$ cat src/rtl/line_arbiter_wb.sv
// Two-master round-robin Wishbone line arbiter in front of the write-back cache slave port.
// Optional watchdog abort of stalled slave cycles: define LINE_ARB_TIMEOUT_EN.
module line_arbiter_wb #(
  parameter int ADDR_W  = 12,
  parameter int DATA_W  = 128,
  parameter int SEL_W   = 16,
  parameter int TIMEOUT = 255
) (
  input  logic              clk,
  input  logic              rst,
  input  logic              m0_cyc,
  input  logic              m0_stb,
  input  logic              m0_we,
  input  logic [ADDR_W-1:0] m0_adr,
  input  logic [SEL_W-1:0]  m0_sel,
  input  logic [DATA_W-1:0] m0_dat_m,
  output logic [DATA_W-1:0] m0_dat_s,
  output logic              m0_ack,
  output logic              m0_rty,
  input  logic              m1_cyc,
  input  logic              m1_stb,
  input  logic              m1_we,
  input  logic [ADDR_W-1:0] m1_adr,
  input  logic [SEL_W-1:0]  m1_sel,
  input  logic [DATA_W-1:0] m1_dat_m,
  output logic [DATA_W-1:0] m1_dat_s,
  output logic              m1_ack,
  output logic              m1_rty,
  output logic              s_cyc,
  output logic              s_stb,
  output logic              s_we,
  output logic [ADDR_W-1:0] s_adr,
  output logic [SEL_W-1:0]  s_sel,
  output logic [DATA_W-1:0] s_dat_m,
  input  logic [DATA_W-1:0] s_dat_s,
  input  logic              s_ack,
  input  logic              s_rty
);

  typedef enum logic [1:0] {
    ST_IDLE = 2'd0,
    ST_BUSY = 2'd1,
    ST_RESP = 2'd2
  } state_t;

  state_t state_r, state_nxt_s;
  logic owner_r, prio_r;
  logic req0_s, req1_s;
  logic grant_s, grant_id_s;
  logic fin_ack_s, fin_rty_s;
  logic timeout_hit_s;
  logic              own_we_s;
  logic [ADDR_W-1:0] own_adr_s;
  logic [SEL_W-1:0]  own_sel_s;
  logic [DATA_W-1:0] own_dat_s;

  assign req0_s = m0_cyc & m0_stb;
  assign req1_s = m1_cyc & m1_stb;

`ifdef LINE_ARB_TIMEOUT_EN
  logic [7:0] cnt_r;

  // Watchdog: counts BUSY cycles since the grant
  always_ff @(posedge clk) begin
    if (rst) begin
      cnt_r <= 8'd0;
    end else if (grant_s) begin
      cnt_r <= 8'd0;
    end else if (state_r == ST_BUSY) begin
      cnt_r <= cnt_r + 8'd1;
    end else begin
      cnt_r <= cnt_r;
    end
  end

  // Fires on the TIMEOUT-th BUSY cycle without a slave response
  assign timeout_hit_s = (state_r == ST_BUSY) && (cnt_r == 8'(TIMEOUT - 1));
`else
  logic unused_timeout_s;
  assign timeout_hit_s    = 1'b0;
  assign unused_timeout_s = ^8'(TIMEOUT);
`endif

  // Next-state and grant/completion decode
  always_comb begin
    state_nxt_s = state_r;
    grant_s     = 1'b0;
    grant_id_s  = owner_r;
    fin_ack_s   = 1'b0;
    fin_rty_s   = 1'b0;
    case (state_r)
      ST_IDLE: begin
        if (req0_s && req1_s) begin
          grant_s     = 1'b1;
          grant_id_s  = prio_r;
          state_nxt_s = ST_BUSY;
        end else if (req0_s) begin
          grant_s     = 1'b1;
          grant_id_s  = 1'b0;
          state_nxt_s = ST_BUSY;
        end else if (req1_s) begin
          grant_s     = 1'b1;
          grant_id_s  = 1'b1;
          state_nxt_s = ST_BUSY;
        end else begin
          state_nxt_s = ST_IDLE;
        end
      end
      ST_BUSY: begin
        // Ack takes precedence over retry and over a coincident watchdog expiry
        if (s_ack) begin
          fin_ack_s   = 1'b1;
          state_nxt_s = ST_RESP;
        end else if (s_rty || timeout_hit_s) begin
          fin_rty_s   = 1'b1;
          state_nxt_s = ST_RESP;
        end else begin
          state_nxt_s = ST_BUSY;
        end
      end
      ST_RESP: state_nxt_s = ST_IDLE;
      default: state_nxt_s = ST_IDLE;
    endcase
  end

  // Selects the request fields of the master being granted
  always_comb begin
    if (grant_id_s) begin
      own_we_s  = m1_we;
      own_adr_s = m1_adr;
      own_sel_s = m1_sel;
      own_dat_s = m1_dat_m;
    end else begin
      own_we_s  = m0_we;
      own_adr_s = m0_adr;
      own_sel_s = m0_sel;
      own_dat_s = m0_dat_m;
    end
  end

  // State register
  always_ff @(posedge clk) begin
    if (rst) begin
      state_r <= ST_IDLE;
    end else begin
      state_r <= state_nxt_s;
    end
  end

  // Ownership, priority, slave strobes and master response pulses
  always_ff @(posedge clk) begin
    if (rst) begin
      owner_r <= 1'b0;
      prio_r  <= 1'b0;
      s_cyc   <= 1'b0;
      s_stb   <= 1'b0;
      m0_ack  <= 1'b0;
      m1_ack  <= 1'b0;
      m0_rty  <= 1'b0;
      m1_rty  <= 1'b0;
    end else begin
      if (grant_s) begin
        owner_r <= grant_id_s;
        s_cyc   <= 1'b1;
        s_stb   <= 1'b1;
      end else if (fin_ack_s || fin_rty_s) begin
        s_cyc   <= 1'b0;
        s_stb   <= 1'b0;
      end
      m0_ack <= fin_ack_s & ~owner_r;
      m1_ack <= fin_ack_s &  owner_r;
      m0_rty <= fin_rty_s & ~owner_r;
      m1_rty <= fin_rty_s &  owner_r;
      // The master just served yields priority to the other one
      if (state_r == ST_RESP) begin
        prio_r <= ~owner_r;
      end
    end
  end

  // Slave request copy and per-master read data holding registers
  always_ff @(posedge clk) begin
    if (rst) begin
      s_we     <= 1'b0;
      s_adr    <= '0;
      s_sel    <= '0;
      s_dat_m  <= '0;
      m0_dat_s <= '0;
      m1_dat_s <= '0;
    end else begin
      if (grant_s) begin
        s_we    <= own_we_s;
        s_adr   <= own_adr_s;
        s_sel   <= own_sel_s;
        s_dat_m <= own_dat_s;
      end
      if (fin_ack_s && !s_we) begin
        if (owner_r) begin
          m1_dat_s <= s_dat_s;
        end else begin
          m0_dat_s <= s_dat_s;
        end
      end
    end
  end

endmodule
$ cat config.mk
export PLATFORM = sky130hd
export DESIGN_NAME = line_arbiter_wb
export DESIGN_NICKNAME = d
export VERILOG_FILES = /design/src/rtl/line_arbiter_wb.sv
export SDC_FILE = /design/constraint.sdc
export NUM_CORES = 1
export LEC_CHECK = 0
export BUFFER_PORTS_ARGS = -buffer_cell sky130_fd_sc_hd__buf_4
export CAP_MARGIN = 10
export CORE_AREA = 2 2 341 343
export DETAILED_ROUTE_END_ITERATION = 10
export DIE_AREA = 0 0 343 345
export PLACE_DENSITY = 0.47
export SLEW_MARGIN = 20
export SYNTH_ARGS = -nofsm -noshare
export SYNTH_HDL_FRONTEND = slang
export SYNTH_SLANG_ARGS = --single-unit
export TNS_END_PERCENT = 20
$ cat constraint.sdc
create_clock -name clk -period 2.15 [get_ports clk]
set_input_delay 0.5375 -clock clk [delete_from_list [all_inputs] [get_ports clk]]
set_output_delay 0.5375 -clock clk [all_outputs]
set_load 0.1 [all_outputs]
==> results.txt <==
Syn Std Cell Area: 20,390 µm²
worst-path maximum fanout: 3
clock slew at reported path FFs: 70 ps
die span in y: 345 µm
Cell Area, Placed: 29,220 µm²
Reg2Reg Depth: 4
post-route cell area: 31,080 µm²
Crit path max-delay family: flip-flops
Final Total Pwr: 25.91 mW
DR vias: 22,680
min cycle time layout: 2058 ps
RSZ-0062 raised after global routing: no
root buffer cell: clkbuf_16
Setup CP Type: flop to output pin
register area share after synthesis: 41.44%
fraction of final layout cells sized beyond drive strength 1: 45.13%
max-cap viol count: 0
hold path cells: 3
main combinational cell family by area after synthesis: compound AO/OA/AOI/OAI gates
crit-path max cell delay: 510 ps
row count: 125
GP Congestion: 0.8906
peak supply drop: 0.5746 mV
CP Depth: 1
antenna-violating nets left: 0
Yosys reg bits: 422
starting density of the core: 17.71%
drt pass-1 iters: 6
DRT iter0 DRCs: 1,712
syn avg cell area: 9.251 µm²
Final Hold Viols: 0
Final nets: 3,374
Cell Pwr Density: 833.6 nW/µm²
critical path buffer and inverter count: 1
required time of the worst setup path: 1610 ps
Overflow after GRT: 0
Ports: 869
Syn. warnings: 0
worst r2r src: state_r[0]$_SDFF_PP0_
slowest stage cell, crit path: dfxtp_1
cts bufs inserted: 54
commonest non-fill, non-tap cell in the layout: buf_4
Post-Route Skew: 45.26 ps
GRT Util Overall: 17.45%
Area growth syn-to-layout: 52.45%
initial antenna violation count: 17
DR DRC count: 0
Met3 Wirelength: 8674 µm
Core ar.: 115,100 µm²
dominant cells by area after synthesis: dfxtp_1, a21oi_1, o221ai_1
R2R setup slack: 120 ps
final worst-path cycle share: 95.74%
DP HPWL: 77,820 µm
hold-fix buffers at CTS: 0
first-pass GRT wire length: 157,400 µm
die area: 118,300 µm²
hold_sp: s_dat_s[99]
cell taking the most area after synthesis: dfxtp_1
Metal-1 WL: 45,210 µm
met2 WL: 53,240 µm
status: completed
multiplexer share of the synthesized area: 0%
Synth Instances: 2,204
Netlist cell types: 32
CP arrival: 1520 ps
max layer used: met5
area share of the largest cell type after synthesis: 41.44%
Synth Area in XOR/XNOR: 0%
Hold EP: m1_dat_s[99]$_SDFFE_PP0P_
commonest non-fill, non-tap cells in the layout: buf_4, dfxtp_1, a21oi_1, nand3_1, o21ai_0
Synth Area in Adders: 0%
largest net degree at the start of global routing: 97
Via density: 5.034
worst r2r dst: s_dat_m[16]$_SDFFE_PP0P_
die width: 343 µm
CTS tree: done
simple-gate share of the synthesized area: 7.100%
syn nets: 2,654
Max clock buf depth: 3
CP cell instances: buf_4
Worst setup EP type: output pin
Leak: 11.27 nW
Least-Margin Pin Slew: 586.0 ps
final setup vio count: 0
clk_lat worst skew: 640 ps
min-delay worst type: input port to flop
WL/cell: 24.53 µm
Max-slew headroom: 60.94%
Port Buf Inserts: 868
number of H-tree levels: 2
Final Max Slew Viols: 0
vias in the first global route: 21,840
Fill cells: 12,470
Clock Sinks: 422
Synth Area in Compound Gates: 43.28%
Max Freq: 485.8 MHz
drt total wl: 110,500 µm
Worst setup SP type: flop
[Yosys cell counts]
master / count
dfxtp_1: 422
a21oi_1: 415
nand3_1: 256
o21ai_0: 238
o221ai_1: 204
clkbuf_1: 184
buf_2: 141
o221ai_2: 110
a311oi_2: 100
a311oi_1: 57
o21ai_1: 19
buf_6: 10
buf_1: 9
buf_4: 8
nor2_1: 5
and3_1: 3
clkbuf_8: 3
nand4bb_1: 3
nor4bb_1: 3
nand2b_1: 2
a211oi_1: 1
a22o_1: 1
and2_0: 1
and3b_1: 1
and4b_1: 1
and4bb_2: 1
buf_12: 1
inv_2: 1
nand2_1: 1
nor2b_1: 1
nor3_1: 1
o22ai_1: 1
[through the flow]
| step | worst slack (ps) | hold WS [ps] | TNS, ps | std cells | utilization, % |
|---|---|---|---|---|---|
| final | 91.61 | 149.9 | 0 | 4505 | 27.00 |
| after global routing | 2.354 | 123.0 | 0 | 4503 | 27.00 |
| after CTS | -6.695 | 83.31 | -13.36 | 4493 | 26.98 |
| after detailed placement | 83.84 | 466.5 | 0 | 4392 | 25.38 |
| after global placement | 98.92 | 460.4 | 0 | 4392 | 25.38 |
| after floorplan | 42.38 | 482.2 | 0 | 2204 | - |
[worst reg2reg max path, stage by stage (launching register included)]
cell and delay (ps):
dfxtp_1 690, nand4bb_4 320, buf_12 240, o221ai_1 380, a311oi_1 330
[area by class of cell]
class,count,area [µm²],share of cell area (%)
multi-input cells,1425,10380,33.40
diodes,12,30.03,0.09661
repair buffers,1020,8466,27.24
clock inverters,27,256.5,0.8252
clock buffers,74,1577,5.072
flip-flops and latches,422,8453,27.20
well taps,1524,1907,6.135
inverters,1,11.26,0.03623
[state kept, by name, indices dropped and copies added (netlist names), named ones only]
register,count
m0_ack,1
m0_dat_s,128
m1_rty,1
s_we,1
s_adr,12
s_dat_m,128
prio_r,1
state_r,2
m0_rty,1
s_sel,16
m1_ack,1
s_stb,1
m1_dat_s,128
[kinds of logic after synthesis]
logic type,after synthesis
buffers and inverters,357
AO/OA/AOI/OAI,1146
AND/OR/NAND/NOR,279
flip-flops,422
[where the power goes]
group / leakage [nW] / switching [mW] / internal, mW
Sequential: 3.44 / 0.292 / 8.25
Clock: 0.906 / 4.08 / 5.41
Combinational: 6.92 / 5.65 / 2.23
[repair_timing]
item,in CTS,in global routing
resized for setup,1,0
buffers inserted,0,0
endpoints found under the setup margin,3,0
[worst max path at each step]
stage | startpoint | end | slack [ps]
6_report | s_stb$_SDFFE_PP0P_ | s_cyc | 90
3_5_place_dp | m1_stb | s_dat_m[58]$_SDFFE_PP0P_ | 80
5_1_grt | s_stb$_SDFFE_PP0P_ | s_stb | 2
3_3_place_gp | m1_stb | s_dat_m[46]$_SDFFE_PP0P_ | 100
2_1_floorplan | s_we$_SDFFE_PP0P_ | m0_dat_s[84]$_SDFFE_PP0P_ | 40
4_1_cts | s_stb$_SDFFE_PP0P_ | s_cyc | -7
[metal layers]
layer  vias to the layer above  GRT usage [%]
li1                      10220              -
met1                     11360          21.79
met2                       925          29.04
met3                       169          4.508
met4                         8          5.632
met5                         -              0
(Power assumes the default switching activity.)
